$ cat config.mk
export PLATFORM = sky130hd
export DESIGN_NAME = picoblaze_io_bank_flat
export DESIGN_NICKNAME = d
export VERILOG_FILES = /design/src/rtl/picoblaze_io_bank_if.sv /design/src/rtl/picoblaze_io_bank.sv /design/src/flat_wrapper.sv
export SDC_FILE = /design/constraint.sdc
export NUM_CORES = 1
export LEC_CHECK = 0
export BUFFER_PORTS_ARGS = -buffer_cell sky130_fd_sc_hd__buf_4
export CORE_UTILIZATION = 52
export CTS_CLUSTER_DIAMETER = 30
export DETAILED_ROUTE_END_ITERATION = 7
export PLACE_DENSITY = 0.92
export SLEW_MARGIN = 20
export SYNTH_ARGS = -nofsm -noshare
export SYNTH_HDL_FRONTEND = slang
export SYNTH_SLANG_ARGS = --single-unit
$ cat constraint.sdc
create_clock -name clk -period 4.2 [get_ports clk]
set_clock_uncertainty 0.2 [all_clocks]
set_input_delay 0.84 -clock clk [delete_from_list [all_inputs] [get_ports clk]]
set_output_delay 0.84 -clock clk [all_outputs]
set_load 0.02 [all_outputs]
$ cat src/rtl/picoblaze_io_bank_if.sv
// Port bus between a pacoblaze3 core and its I/O bank.
// No storage or latency of its own; only groups the core-side signals.
// The core has no backpressure; the bank takes every strobe in the cycle it is presented.
interface picoblaze_io_bank_if;
  logic [7:0] port_id;
  logic [7:0] out_port;
  logic       write_strobe;
  logic       read_strobe;
  logic [7:0] in_port;
  logic       interrupt;
  logic       interrupt_ack;

  modport master (
    output port_id, out_port, write_strobe, read_strobe, interrupt_ack,
    input  in_port, interrupt
  );

  modport slave (
    input  port_id, out_port, write_strobe, read_strobe, interrupt_ack,
    output in_port, interrupt
  );
endinterface

$ cat src/rtl/picoblaze_io_bank.sv
// I/O bank for pacoblaze3: output registers, input mux, sample FIFO, masked 3-source interrupt.
// Latency: in_port is registered one cycle after port_id; writes, pushes and interrupts land one cycle after their edge.
// No backpressure: a sample that finds storage full (and not popped) is dropped and flags overflow.
// Build option PICOBLAZE_IO_BANK_FIFO_EN: FIFO of FIFO_DEPTH bytes; undefined: single holding register.
module picoblaze_io_bank #(
  parameter int NUM_OUT    = 5,
  parameter int NUM_IN     = 4,
  parameter int FIFO_DEPTH = 16
) (
  input  logic                  clk,
  input  logic                  reset_n,
  picoblaze_io_bank_if.slave    bus,
  input  logic                  sample_strobe,
  input  logic [7:0]            sample_data,
  input  logic [NUM_IN*8-1:0]   ext_in,
  output logic [NUM_OUT*8-1:0]  out_regs
);

  // Reject parameter values the decode and counters are not built for.
  if (NUM_OUT < 1 || NUM_OUT > 32) begin : g_chk_num_out
    $error("picoblaze_io_bank: NUM_OUT must be 1..32");
  end
  if (NUM_IN < 1 || NUM_IN > 32) begin : g_chk_num_in
    $error("picoblaze_io_bank: NUM_IN must be 1..32");
  end
  if (FIFO_DEPTH < 2 || FIFO_DEPTH > 128 || (FIFO_DEPTH & (FIFO_DEPTH - 1)) != 0) begin : g_chk_depth
    $error("picoblaze_io_bank: FIFO_DEPTH must be a power of two in 2..128");
  end

  localparam logic [7:0] ADDR_MASK   = 8'h40;
  localparam logic [7:0] ADDR_W1C    = 8'h41;
  localparam logic [7:0] ADDR_WMARK  = 8'h42;
  localparam logic [7:0] ADDR_STATUS = 8'h40;
  localparam logic [7:0] ADDR_COUNT  = 8'h41;
  localparam logic [7:0] ADDR_HEAD   = 8'h42;

  typedef enum logic {IDLE, REQ} irq_state_t;

  logic [NUM_OUT*8-1:0] out_regs_q, out_regs_d;
  logic [2:0]           irq_mask_q, irq_mask_d;
  logic [2:0]           pending_q, pending_d;
  logic [7:0]           in_port_q, in_port_d;
  irq_state_t           state_q;

  // Storage view shared by both storage flavours.
  logic       full, empty;
  logic [7:0] count8, head;
  logic       pop, push, overflow, wm_hit;
  logic [2:0] set_ev, w1c;
  logic       mask_wr, irq_qual;

  // Pop only when the head is really there; a push into a full store needs a pop in the same edge.
  always_comb begin
    pop      = bus.read_strobe && (bus.port_id == ADDR_HEAD) && !empty;
    push     = sample_strobe && (!full || pop);
    overflow = sample_strobe && full && !pop;
  end

`ifdef PICOBLAZE_IO_BANK_FIFO_EN
  localparam int AW = $clog2(FIFO_DEPTH);
  localparam int CW = AW + 1;

  logic [7:0]    mem_q [FIFO_DEPTH];
  logic [AW-1:0] wr_ptr_q, wr_ptr_d, rd_ptr_q, rd_ptr_d;
  logic [CW-1:0] count_q, count_d;
  logic [7:0]    watermark_q, watermark_d;
  logic [7:0]    count8_nxt;

  // Pointer/count update; pointers wrap naturally because the depth is a power of two.
  always_comb begin
    wr_ptr_d    = wr_ptr_q + AW'(push);
    rd_ptr_d    = rd_ptr_q + AW'(pop);
    count_d     = count_q + CW'(push) - CW'(pop);
    watermark_d = (bus.write_strobe && bus.port_id == ADDR_WMARK) ? bus.out_port : watermark_q;
    full        = (count_q == CW'(FIFO_DEPTH));
    empty       = (count_q == '0);
    count8      = 8'(count_q);
    count8_nxt  = 8'(count_d);
    head        = empty ? 8'h00 : mem_q[rd_ptr_q];
    wm_hit      = (watermark_q != 8'h00) && (count8 < watermark_q) && (count8_nxt >= watermark_q);
  end

  // FIFO control state; reset empties the FIFO at once.
  always_ff @(posedge clk or negedge reset_n) begin
    if (!reset_n) begin
      wr_ptr_q    <= '0;
      rd_ptr_q    <= '0;
      count_q     <= '0;
      watermark_q <= 8'h00;
    end else begin
      wr_ptr_q    <= wr_ptr_d;
      rd_ptr_q    <= rd_ptr_d;
      count_q     <= count_d;
      watermark_q <= watermark_d;
    end
  end

  // Sample storage; entries are only read while counted, so no reset is needed.
  always_ff @(posedge clk) begin
    if (push) mem_q[wr_ptr_q] <= sample_data;
  end
`else
  logic       valid_q, valid_d;
  logic [7:0] hold_q, hold_d;

  // Single-byte holding register: a new sample replaces a byte being popped in the same edge.
  always_comb begin
    valid_d = push ? 1'b1 : (pop ? 1'b0 : valid_q);
    hold_d  = push ? sample_data : hold_q;
    full    = valid_q;
    empty   = !valid_q;
    count8  = {7'b0, valid_q};
    head    = valid_q ? hold_q : 8'h00;
    wm_hit  = 1'b0;
  end

  // Holding register state.
  always_ff @(posedge clk or negedge reset_n) begin
    if (!reset_n) begin
      valid_q <= 1'b0;
      hold_q  <= 8'h00;
    end else begin
      valid_q <= valid_d;
      hold_q  <= hold_d;
    end
  end
`endif

  // Fully decoded output register writes.
  always_comb begin
    out_regs_d = out_regs_q;
    for (int k = 0; k < NUM_OUT; k++) begin
      if (bus.write_strobe && bus.port_id == 8'(k)) out_regs_d[8*k +: 8] = bus.out_port;
    end
  end

  // Mask, pending bits and the interrupt qualifier; a set event beats a clear on the same bit.
  always_comb begin
    mask_wr    = bus.write_strobe && (bus.port_id == ADDR_MASK);
    irq_mask_d = mask_wr ? bus.out_port[2:0] : irq_mask_q;
    w1c        = (bus.write_strobe && bus.port_id == ADDR_W1C) ? bus.out_port[2:0] : 3'b000;
    set_ev     = {overflow, wm_hit, sample_strobe};
    pending_d  = (pending_q & ~w1c) | set_ev;
    irq_qual   = (|(set_ev & irq_mask_q)) ||
                 (mask_wr && |(bus.out_port[2:0] & ~irq_mask_q & pending_q));
  end

  // Read mux, evaluated from the current port_id every cycle; unmapped reads give zero.
  always_comb begin
    in_port_d = 8'h00;
    for (int k = 0; k < NUM_IN; k++) begin
      if (bus.port_id == 8'(k)) in_port_d = ext_in[8*k +: 8];
    end
    case (bus.port_id)
      ADDR_STATUS: in_port_d = {3'b000, full, empty, pending_q};
      ADDR_COUNT:  in_port_d = count8;
      ADDR_HEAD:   in_port_d = head;
      default:     ;
    endcase
  end

  // Register state for outputs, mask, pending and read data.
  always_ff @(posedge clk or negedge reset_n) begin
    if (!reset_n) begin
      out_regs_q <= '0;
      irq_mask_q <= 3'b000;
      pending_q  <= 3'b000;
      in_port_q  <= 8'h00;
    end else begin
      out_regs_q <= out_regs_d;
      irq_mask_q <= irq_mask_d;
      pending_q  <= pending_d;
      in_port_q  <= in_port_d;
    end
  end

  // Interrupt request FSM; a qualifying event in the ack cycle keeps the request up.
  always_ff @(posedge clk or negedge reset_n) begin
    if (!reset_n) begin
      state_q <= IDLE;
    end else begin
      case (state_q)
        IDLE:    if (irq_qual) state_q <= REQ;
        REQ:     if (bus.interrupt_ack && !irq_qual) state_q <= IDLE;
        default: state_q <= IDLE;
      endcase
    end
  end

  assign bus.in_port   = in_port_q;
  assign bus.interrupt = (state_q == REQ);
  assign out_regs      = out_regs_q;

endmodule

$ cat src/flat_wrapper.sv
// flat-port wrapper written by rule: the top's interface ports become plain ports
module picoblaze_io_bank_flat 
#(
  parameter int NUM_OUT    = 5,
  parameter int NUM_IN     = 4,
  parameter int FIFO_DEPTH = 16
)
  (clk, reset_n, sample_strobe, sample_data, ext_in, out_regs, bus_port_id, bus_out_port, bus_write_strobe, bus_read_strobe, bus_interrupt_ack, bus_in_port, bus_interrupt);
  picoblaze_io_bank_if bus_i ();
  input  logic clk;
  input  logic reset_n;
  input  logic sample_strobe;
  input  logic [7:0] sample_data;
  input  logic [NUM_IN*8-1:0] ext_in;
  output logic [NUM_OUT*8-1:0] out_regs;
  input wire logic [$bits(bus_i.port_id)-1:0] bus_port_id;
  input wire logic [$bits(bus_i.out_port)-1:0] bus_out_port;
  input wire logic [$bits(bus_i.write_strobe)-1:0] bus_write_strobe;
  input wire logic [$bits(bus_i.read_strobe)-1:0] bus_read_strobe;
  input wire logic [$bits(bus_i.interrupt_ack)-1:0] bus_interrupt_ack;
  output wire logic [$bits(bus_i.in_port)-1:0] bus_in_port;
  output wire logic [$bits(bus_i.interrupt)-1:0] bus_interrupt;
  assign bus_i.port_id = bus_port_id;
  assign bus_i.out_port = bus_out_port;
  assign bus_i.write_strobe = bus_write_strobe;
  assign bus_i.read_strobe = bus_read_strobe;
  assign bus_i.interrupt_ack = bus_interrupt_ack;
  assign bus_in_port = bus_i.in_port;
  assign bus_interrupt = bus_i.interrupt;
  picoblaze_io_bank #(.NUM_OUT(NUM_OUT), .NUM_IN(NUM_IN), .FIFO_DEPTH(FIFO_DEPTH)) u_core (.clk(clk), .reset_n(reset_n), .bus(bus_i), .sample_strobe(sample_strobe), .sample_data(sample_data), .ext_in(ext_in), .out_regs(out_regs));
endmodule
-- Word-level counts from Yosys, hierarchy flattened
Cells that the tools add are included.
Widths: inputs -> output; s select.
- $add $sub $neg: 0
- multipliers: 0
- div/mod/pow operators: 0
- magnitude comparators: 0
- equality and inequality tests: 7
- shift-type cells: 0
- muxes and demuxes: 12
- bitwise logic cells: 8
- reductions and logical operators: 23
- operator list (cell ; number):
    $mux 8 ; 5
    $eq 8x7->1 const B ; 3
    $pmux 8 s3 ; 1
    $eq 8x2->1 const B ; 2
    $logic_and 1x1->1 ; 14
    $and 3x3->3 ; 4
    $eq 8x1->1 const B ; 1
    $eq 8x3->1 const B ; 1
    $logic_not 8->1 ; 1
    $not 3->3 ; 2
    $reduce_or 3->1 ; 2
    $mux 1 ; 4
    $logic_not 1->1 ; 3
    $mux 3 ; 1
    $or 3x3->3 ; 1
    $logic_or 1x1->1 ; 2
    $pmux 1 s2 ; 1
    $reduce_bool 2->1 ; 1
    $not 1->1 ; 1
- register bits after elaboration: 64
- bits in latches: 0
- bits in writable memories: 0
- bits in read-only memories: 0
- input bits: 62
- output and inout bits: 49
- memories kept: 0

-- Longest topological paths before layout
Gate-level depths: netlist of the first run.
- word-level depth: 12
- gate-level depth with buffers: 6
- mapped depth without buffers: 4

-- Worst setup path after synthesis of the first run
OpenSTA, ideal clock, no wires.
- kind: input port to flip-flop
- start: input port bus_port_id[7]
- end: register u_core.out_regs_q[10], in the netlist u_core.out_regs[10]
- arrival: 2.298 ns
- required time: 3.875 ns
- slack: 1.577 ns
- stages: 4
- cells stage by stage: or4_1 buf_2 nor4_4 mux2_2
- cells in the longest elaborated chain, start to end: 2
- ends and longest elaborated chain (what ; line ; text):
    from (decl) ; flat_wrapper.sv:16 ; input wire logic [$bits(bus_i.port_id)-1:0] bus_port_id;
    $eq 8x1->1 ; picoblaze_io_bank.sv:133 ; if (bus.write_strobe && bus.port_id == 8'(k)) out_regs_d[8*k +: 8] = bus.out_port;
    $logic_and 1x1->1 ; picoblaze_io_bank.sv:133 ;
    to (signal assigned) ; picoblaze_io_bank.sv:170 ; out_regs_q <= out_regs_d;
    to (decl) ; picoblaze_io_bank.sv:39 ; logic [NUM_OUT*8-1:0] out_regs_q, out_regs_d;
No other way between the ends.
A chain may end at the register's enable or synchronous reset.

-- Worst setup path after layout of the first run
- start: input port bus_port_id[1]
- end: register u_core.out_regs_q[20], in the netlist u_core.out_regs[20]
- cells in the longest elaborated chain, start to end: 2
- ends and longest elaborated chain (what ; line):
    $eq 8x2->1 ; picoblaze_io_bank.sv:133
    $logic_and 1x1->1 ; picoblaze_io_bank.sv:133
No other way between the ends.

==> impl_metrics.tcl, run 1 <==
set metrics [dict create \
    drive_gt1_share_pct 55.52 \
    netlist_area_um2 2860 \
    min_path_type "register to register" \
    cts_resized 0 \
    dpl_cell_area_um2 3736 \
    syn_to_final_growth_pct 37.49 \
    initial_core_util_pct 54.95 \
    path_class "input pin to register" \
    reg2reg_slack_ns 2.56 \
    ys_types 43 \
    drc 0 \
    clockRootBuffer "clkbuf_8" \
    htreeDepth 3 \
    drt.antenna.violating_nets 0 \
    hold_ws_ns 0.3003 \
    post-place-ws_ns 1.060 \
    crit_fanout 24 \
    r2r_start "u_core.full$_DFFE_PN0P_" \
    syn_avg_cell_area_um2 13.12 \
    clk_latency_ns 0.34 \
    start_kind "input pin" \
    cts_made_buffers 9 \
    seq_area_frac_synth_pct 55.99 \
    slew_headroom_pct 47.77 \
    crit_start "bus_port_id[1]" \
    ir_worst_vdd_uv 264.2 \
    nFillCells 343 \
    globalplace.congestion 0.7931 \
    grt_overflow 0 \
    cts_tree "done" \
    die_y_um 76.17 \
    grt_util_all_layers_pct 26.64 \
    antenna_found_initial 0 \
    rsz0062_at_grt "no" \
    ys.flop_type "dfrtp_1" \
    diodes 0 \
    dp_hpwl_um 5114 \
    cts_hold_buf 0 \
    grt_pass1_vias 2410 \
    drtPass1Iterations 4 \
    drv_slew 0 \
    wl_per_cell_um 18.04 \
    ys_ff_latch 64 \
    r2r_cells 4 \
    rows 26 \
    crit_required_ns 4.23 \
    tns_ns 0 \
    critPathCapture "u_core.out_regs[20]$_DFFE_PN0P_" \
    avgViaCountPerCell 5.491 \
    power_density_nw_per_um2 349.3 \
    period_needed_ns 2.776 \
    grt_pass1_wl_um 11720 \
    num_io_pins 111 \
    setup_ws_ns 1.424 \
    fp.coreArea_um2 5205 \
    leakagePower_uw 0.002023 \
    rr_endpoint "u_core.bus.in_port[5]$_DFF_PN0_" \
    syn_nets 280 \
    finalWirelength_um 7306 \
    fp.dieW_um 76.17 \
    grt_max_degree 65 \
    stdcell_area_um2 3933 \
    layout_common_cells "buf_4 (110), dfrtp_1 (64), mux2_2 (51)" \
    min_period_over_period_pct 66.09 \
    setup_violations 0 \
    max_freq_mhz 360.3 \
    cts_buffer_depth 2 \
    status "finished, final reports clean" \
    tightest_slew_ns 0.7835 \
    initialDrtViolationCount 178 \
    max_cap_violations 0 \
    vias 2224 \
    final_nets 392 \
    yosysWarnings 0 \
    place.port_buffers 110 \
    async_flop_share_pct 100.0 \
    end_kind "register" \
    synth_cells 218 \
    critPathArrivalTime_ns 2.80 \
    cts_setup_buffers 0 \
    hold_viol_final 0 \
    synth-edff-count 0 \
    clkTransAtPathRegs_ns 0.07 \
    utilization_pct 75.55 \
    layout_commonest_cell "buf_4" \
    die_area_um2 5801 \
    clock_sinks 64 \
]
## layout make-up
type,instances,area (um2),area share (%)
Clock inverter,7,72.57,1.845
Clock buffer,9,123.9,3.150
Sequential cell,64,1602,40.73
Multi-Input combinational cell,140,1202,30.58
Inverter,5,18.77,0.4773
Timing Repair Buffer,110,825.8,21.00
Tap cell,70,87.58,2.227
## cell usage after synthesis, types with 2 or more instances
| master | count | share of area [%] |
|---|---|---|
| mux2i_1 | 5 | 1.7 |
| dfrtp_1 | 64 | 56 |
| clkbuf_1 | 6 | 0.79 |
| inv_1 | 5 | 0.66 |
| nor4_1 | 3 | 0.66 |
| nand2b_1 | 3 | 0.66 |
| buf_2 | 3 | 0.52 |
| nand2_1 | 18 | 2.4 |
| nand4b_1 | 2 | 0.61 |
| o22ai_1 | 2 | 0.44 |
| nor2b_1 | 4 | 0.87 |
| a21oi_1 | 3 | 0.52 |
| nor2_1 | 5 | 0.66 |
| nand3_1 | 2 | 0.35 |
| mux4_2 | 2 | 1.6 |
| o21ai_0 | 9 | 1.6 |
| mux2_2 | 51 | 20 |
| o211ai_1 | 4 | 1.0 |
| a32o_1 | 2 | 0.70 |
| a31oi_1 | 2 | 0.44 |
## stage by stage
stage,power (uW),cells
after floorplan,754.7,218
after global placement,858.0,389
after detailed placement,865.3,389
after CTS,1382,405
after global routing,1419,405
final,1374,405
## state kept, by name, summed over array words and instances (netlist names)
name / count
u_core.out_regs: 40
u_core.irq_mask_q: 3
u_core.pending_q: 3
u_core.full: 1
u_core.hold_q: 8
u_core.bus.in_port: 8
u_core.bus.interrupt: 1
## worst max-delay path, cell delays in order
cell and delay (ns):
buf_4 0.27, or3b_1 0.56, nand4b_1 0.64, mux2_2 0.48
## cells by family (layout without fill, tap and decap cells)
kind of cell	after synthesis	after routing	share of synthesized area [%]
flip-flops	64	64	55.99
multiplexers	58	58	23.40
AND/OR/NAND/NOR	52	52	10.98
AO/OA/AOI/OAI	30	30	7.656
buffers and inverters	14	131	1.968
## worst min-delay path by stage
stage,startpoint,to,slack (ns),depth (start not counted)
2_1_floorplan,u_core.hold_q[6]$_DFFE_PN0P_,u_core.bus.in_port[6]$_DFF_PN0_,0.26,1
3_3_place_gp,u_core.hold_q[6]$_DFFE_PN0P_,u_core.bus.in_port[6]$_DFF_PN0_,0.28,1
3_5_place_dp,u_core.hold_q[4]$_DFFE_PN0P_,u_core.hold_q[4]$_DFFE_PN0P_,0.28,1
5_1_grt,u_core.hold_q[4]$_DFFE_PN0P_,u_core.hold_q[4]$_DFFE_PN0P_,0.33,1
4_1_cts,u_core.hold_q[4]$_DFFE_PN0P_,u_core.hold_q[4]$_DFFE_PN0P_,0.30,1
6_report,u_core.hold_q[4]$_DFFE_PN0P_,u_core.hold_q[4]$_DFFE_PN0P_,0.30,1
## routing by layer
metal  share of wire [%]  track usage (%)  routed length, um
met5                   0                0                  0
met4                 2.0            11.35                144
met3                 8.3            8.263                609
met2                  50            45.45               3667
met1                  39            31.10               2884
## power breakdown
part	internal, uW	switching, uW	total, uW
clock network	273	246	519
logic	96.8	91.8	189
registers	647	18.9	666
total	1020	356	1370
No activity file was read; power rests on OpenSTA's default activity.
==> run 2, diff against run 1 <==
--- a/config.mk
+++ b/config.mk
@@ -5,11 +5,12 @@
 export SDC_FILE = /design/constraint.sdc
 export NUM_CORES = 1
 export LEC_CHECK = 0
+export ABC_AREA = 1
 export BUFFER_PORTS_ARGS = -buffer_cell sky130_fd_sc_hd__buf_4
-export CORE_UTILIZATION = 52
+export CORE_UTILIZATION = 45
 export CTS_CLUSTER_DIAMETER = 30
 export DETAILED_ROUTE_END_ITERATION = 7
-export PLACE_DENSITY = 0.92
+export PLACE_DENSITY = 0.84
 export SLEW_MARGIN = 20
 export SYNTH_ARGS = -nofsm -noshare
 export SYNTH_HDL_FRONTEND = slang
==> constraint.sdc (replaced) <==
create_clock -name clk -period 2.4 [get_ports clk]
set_clock_uncertainty 0.2 [all_clocks]
set_input_delay 0.48 -clock clk [delete_from_list [all_inputs] [get_ports clk]]
set_output_delay 0.48 -clock clk [all_outputs]
set_load 0.02 [all_outputs]
==> impl_metrics.tcl, run 2 <==
set metrics [dict create \
    status "finished, violations left" \
    failed_checks "design-rule violations" \
    clk_latency_ns 0.33 \
    r2r_start "u_core.full$_DFFE_PN0P_" \
    ys_types 28 \
    synth_most_common_cell "nand2_1" \
    critPathMostFrequentCell "nand2_1" \
    clock_sinks 64 \
    wl_per_cell_um 13.82 \
    tightest_slew_ns 0.7955 \
    final_nets 528 \
    yosysTopAreaCellShare_pct 52.03 \
    rows 29 \
    place.port_buffers 110 \
    async_flop_share_pct 100.0 \
    critPathArrivalTime_ns 1.76 \
    cts_tree "done" \
    post-place-ws_ns 0.3696 \
    fp.dieW_um 84.71 \
    layout_commonest_cell "buf_4" \
    grt_pass1_vias 2701 \
    ys_ff_latch 64 \
    initialDrtViolationCount 177 \
    fp.coreArea_um2 6459 \
    setup_ws_ns 0.6546 \
    cts_resized 0 \
    synth_cells 354 \
    slew_headroom_pct 46.97 \
    drtPass1Iterations 8 \
    tns_ns 0 \
    crit_chain "buf_4 > inv_1 > nand2_1 > nor2_2 > nand3_2 > nand2_2 > nand2_2 > nand2_1 > nand2_1" \
    clkTransAtPathRegs_ns 0.07 \
    cts_setup_buffers 0 \
    drt.antenna.violating_nets 0 \
    power_density_nw_per_um2 588.3 \
    largest_reg_flops 40 \
    drive_gt1_share_pct 38.00 \
    cp_slowest_cell "nor2_2" \
    min_period_over_period_pct 72.72 \
    setup_violations 0 \
    period_needed_ns 1.745 \
    path_class "input pin to register" \
    synth-edff-count 0 \
    globalplace.congestion 0.8810 \
    utilization_pct 63.95 \
    synth_common_cells "nand2_1 (88), dfrtp_1 (64), inv_1 (43)" \
    grt_pass1_wl_um 12650 \
    syn_avg_cell_area_um2 8.695 \
    end_kind "register" \
    vias 2721 \
    drv_slew 0 \
    cts_buffer_depth 2 \
    ir_worst_vdd_uv 347.0 \
    cts_made_buffers 9 \
    num_io_pins 111 \
    clockRootBuffer "clkbuf_8" \
    cts_hold_buf 0 \
    grt_util_all_layers_pct 22.63 \
    crit_family "simple AND/OR/NAND/NOR gates" \
    die_area_um2 7175 \
    finalWirelength_um 7574 \
    syn_nets 416 \
    rr_endpoint "u_core.hold_q[4]$_DFFE_PN0P_" \
    leakagePower_uw 0.002252 \
    max_cap_violations 0 \
    max_freq_mhz 572.9 \
    crit_required_ns 2.42 \
    avgViaCountPerCell 4.965 \
    drc 6 \
    hold_viol_final 0 \
    grt_overflow 0 \
    antenna_found_initial 0 \
    worst-path-buf-inv 2 \
    layout_common_cells "buf_4 (111), nand2_1 (88), dfrtp_1 (64)" \
    initial_core_util_pct 47.66 \
    htreeDepth 3 \
    hold_ws_ns 0.02882 \
    diodes 0 \
    netlist_area_um2 3078 \
    dp_hpwl_um 5682 \
    synthTopCellsByArea "dfrtp_1 (52%), nand2_1 (11%), nand3_1 (5.5%)" \
    start_kind "input pin" \
    yosysWarnings 0 \
    grt_max_degree 65 \
    ys.flop_type "dfrtp_1" \
    slowest_delay_ns 0.37 \
    min_path_type "input pin to asynchronous set/reset pin" \
    r2r_cells 4 \
    synth.largest_area_cell "dfrtp_1" \
    rsz0062_at_grt "no" \
    seq_area_frac_synth_pct 52.03 \
    reg2reg_slack_ns 1.05 \
    syn_to_final_growth_pct 34.19 \
    crit_fanout 11 \
    die_y_um 84.71 \
]
==> run 2: final cells by class <==
class,count,area [um2]
clock inverters,6,66.31
multi-input cells,234,1220
repair buffers,111,833.3
clock buffers,10,137.6
inverters,46,175.2
flip-flops and latches,64,1602
fillers,541,2328
well taps,77,96.34
==> run 2: routing by layer <==
layer  share of wire (%)  track usage [%]  vias to the layer above
li1                    -                -                     1347
met1                  43            29.64                     1288
met2                  51            37.99                       76
met3                 5.0            3.835                       10
met4                 1.7            8.320                        0
met5                   0                0                        -
==> run 2: where the power goes <==
part	switching (uW)	leakage, uW	internal, uW	total (uW)
logic	181	0.00135	147	328
registers	35.4	0.000803	1130	1170
clock network	422	0.0000949	509	931
total	639	0.00225	1790	2430
==> run 2: metrics by stage <==
stage	std cells	area, um2	power, uW
6_report	548	4130	2430
5_1_grt	548	4130	2529
4_1_cts	548	4130	2442
3_5_place_dp	532	3926	1517
3_3_place_gp	532	3926	1507
2_1_floorplan	354	3078	1324
==> run 2: worst max path at each step <==
stage / start / end / slack [ns] / cells past startpoint
after floorplan: bus_port_id[7] / u_core.out_regs[30]$_DFFE_PN0P_ / 0.75 / 9
after global placement: bus_port_id[7] / u_core.hold_q[0]$_DFFE_PN0P_ / 0.42 / 9
after detailed placement: bus_port_id[7] / u_core.hold_q[1]$_DFFE_PN0P_ / 0.37 / 9
after CTS: bus_port_id[7] / u_core.hold_q[4]$_DFFE_PN0P_ / 0.69 / 9
after global routing: bus_port_id[7] / u_core.hold_q[4]$_DFFE_PN0P_ / 0.55 / 9
final: bus_port_id[7] / u_core.hold_q[4]$_DFFE_PN0P_ / 0.65 / 9
==> run 2: worst register-to-register path: stages (launching register included) <==
cell     delay, ns
dfrtp_1       0.48
nand2_2       0.25
nand2_2       0.15
nand2_1       0.10
nand2_1       0.06
==> run 2: cells by family (layout without fill, tap and decap cells) <==
| group | Yosys count | after routing | synth area share (%) |
|---|---|---|---|
| compound gates | 53 | 53 | 11.63 |
| buf+inv | 56 | 173 | 8.333 |
| flops | 64 | 64 | 52.03 |
| simple gates | 181 | 181 | 28.01 |
==> run 3, diff against run 2 <==
--- a/config.mk
+++ b/config.mk
@@ -7,10 +7,10 @@
 export LEC_CHECK = 0
 export ABC_AREA = 1
 export BUFFER_PORTS_ARGS = -buffer_cell sky130_fd_sc_hd__buf_4
-export CORE_UTILIZATION = 45
+export CORE_UTILIZATION = 50
 export CTS_CLUSTER_DIAMETER = 30
 export DETAILED_ROUTE_END_ITERATION = 7
-export PLACE_DENSITY = 0.84
+export PLACE_DENSITY = 0.88
 export SLEW_MARGIN = 20
 export SYNTH_ARGS = -nofsm -noshare
 export SYNTH_HDL_FRONTEND = slang
==> constraint.sdc (replaced) <==
create_clock -name clk -period 1.73 [get_ports clk]
set_clock_uncertainty 0.2 [all_clocks]
set_input_delay 0.346 -clock clk [delete_from_list [all_inputs] [get_ports clk]]
set_output_delay 0.346 -clock clk [all_outputs]
set_load 0.02 [all_outputs]
==> impl_metrics.tcl, run 3 (same netlist as run 2, synthesis figures left out) <==
set metrics [dict create \
    reg2reg_slack_ns 0.35 \
    place.port_buffers 110 \
    netSwitchingPower_uw 939.6 \
    crit_required_ns 1.81 \
    num_io_pins 111 \
    p_seq_share_pct 43.8 \
    initialDrtViolationCount 243 \
    clockRootBuffer "clkbuf_8" \
    status "finished, final reports clean" \
    finalWirelength_um 8063 \
    syn_to_final_growth_pct 39.15 \
    slew_headroom_pct 74.36 \
    p_comb_share_pct 12.8 \
    stdcell_count 557 \
    fp.coreArea_um2 5921 \
    clkTransAtPathRegs_ns 0.07 \
    fp.dieW_um 80.46 \
    whs_path_depth 3 \
    start_kind "input pin" \
    grt_pass1_vias 2716 \
    period_needed_ns 1.484 \
    r2r_start "u_core.full$_DFFE_PN0P_" \
    path_class "input pin to register" \
    diodes 0 \
    min_to "u_core.bus.in_port[2]$_DFF_PN0_" \
    largest_reg_flops 40 \
    die_y_um 80.46 \
    cts_made_buffers 9 \
    rsz0062_at_grt "no" \
    r2r_cells 4 \
    min_path_type "input pin to register" \
    drv_slew 0 \
    hold_viol_final 0 \
    min_period_over_period_pct 85.75 \
    power_density_nw_per_um2 864.7 \
    final_nets 539 \
    vias 2804 \
    clock_sinks 64 \
    tightest_slew_ns 0.3832 \
    max_freq_mhz 674.1 \
    grt_max_degree 43 \
    drc 0 \
    dp.cells 540 \
    grt_util_all_layers_pct 26.68 \
    avgViaCountPerCell 5.034 \
    dp_hpwl_um 6091 \
    hp-start "ext_in[26]" \
    cts_tree "done" \
    rr_endpoint "u_core.bus.in_port[6]$_DFF_PN0_" \
    grt_pass1_wl_um 12970 \
    rows 28 \
    pwr-share-clk_pct 43.4 \
    antenna_found_initial 0 \
    grt_overflow 0 \
    drive_gt1_share_pct 39.21 \
    drtPass1Iterations 4 \
    critPathArrivalTime_ns 1.56 \
    initial_core_util_pct 51.99 \
    die_area_um2 6474 \
    layout_common_cells "buf_4 (119), nand2_1 (88), dfrtp_1 (64)" \
    max_cap_violations 0 \
    cts_buffer_depth 2 \
    crit_fanout 6 \
    internal_power_uw 2764 \
    end_kind "register" \
    wl_per_cell_um 14.48 \
    switching_share_pct 25.37 \
    leakagePower_uw 0.002349 \
    globalplace.congestion 0.8513 \
    setup_violations 0 \
    ir_worst_vdd_uv 450.7 \
    hold_ws_ns 0.02312 \
    layout_commonest_cell "buf_4" \
    htreeDepth 3 \
    drt.antenna.violating_nets 0 \
    clk_latency_ns 0.34 \
]
## run 3: through the flow
step	worst slack (ns)	TNS [ns]	power (uW)	util (%)	area (um2)
global route	0.1399	0	3837	72.34	4283
floorplan	0.2156	0	1837	-	3078
CTS	0.2664	0	3714	72.34	4283
finish	0.2465	0	3703	72.34	4283
global placement	0.04584	0	2101	67.96	4024
detailed placement	-0.05239	-0.1692	2120	67.96	4024
## run 3: layer usage
metal	routed length [um]	global-route usage (%)
met5	0	0
met4	226	12.32
met3	396	5.114
met2	4099	42.37
met1	3340	35.20
## run 3: worst max path at each step
| stage | from | to | cells past startpoint |
|---|---|---|---|
| after floorplan | bus_port_id[7] | u_core.out_regs[30]$_DFFE_PN0P_ | 9 |
| after global placement | bus_port_id[3] | u_core.hold_q[4]$_DFFE_PN0P_ | 9 |
| after detailed placement | bus_port_id[3] | u_core.out_regs[12]$_DFFE_PN0P_ | 6 |
| after CTS | u_core.out_regs[30]$_DFFE_PN0P_ | out_regs[30] | 1 |
| after global routing | bus_port_id[3] | u_core.out_regs[11]$_DFFE_PN0P_ | 6 |
| final | bus_port_id[7] | u_core.bus.in_port[6]$_DFF_PN0_ | 9 |
## run 3: what timing repair did
item                                    4_1_cts  5_1_grt
gates resized for setup                       0        0
endpoints found under the hold margin        22        0
buffers inserted                              0        0
endpoints found under the setup margin        0        0
hold buffers                                  1        0
## run 3: layout make-up
class,count,area (um2)
clock buffers,9,123.9
multi-input cells,234,1220
flip-flops and latches,64,1602
well taps,75,93.84
clock inverters,7,125.1
repair buffers,122,943.4
inverters,46,175.2
fillers,413,1638
## run 3: worst max-delay path: stages
cell,delay (ns)
buf_4,0.11
inv_1,0.04
nand2_1,0.05
nor2_2,0.24
buf_4,0.19
nand2_2,0.10
nor2_1,0.23
nand2_1,0.13
nand3_1,0.11
## run 3: power groups by stage
stage | clock (uW) | sequential [uW] | combinational, uW
2_1_floorplan | 0 | 1700 | 138
6_report | 1610 | 1620 | 472
4_1_cts | 1620 | 1620 | 476
5_1_grt | 1690 | 1630 | 517
3_3_place_gp | 0 | 1640 | 457
3_5_place_dp | 0 | 1650 | 471
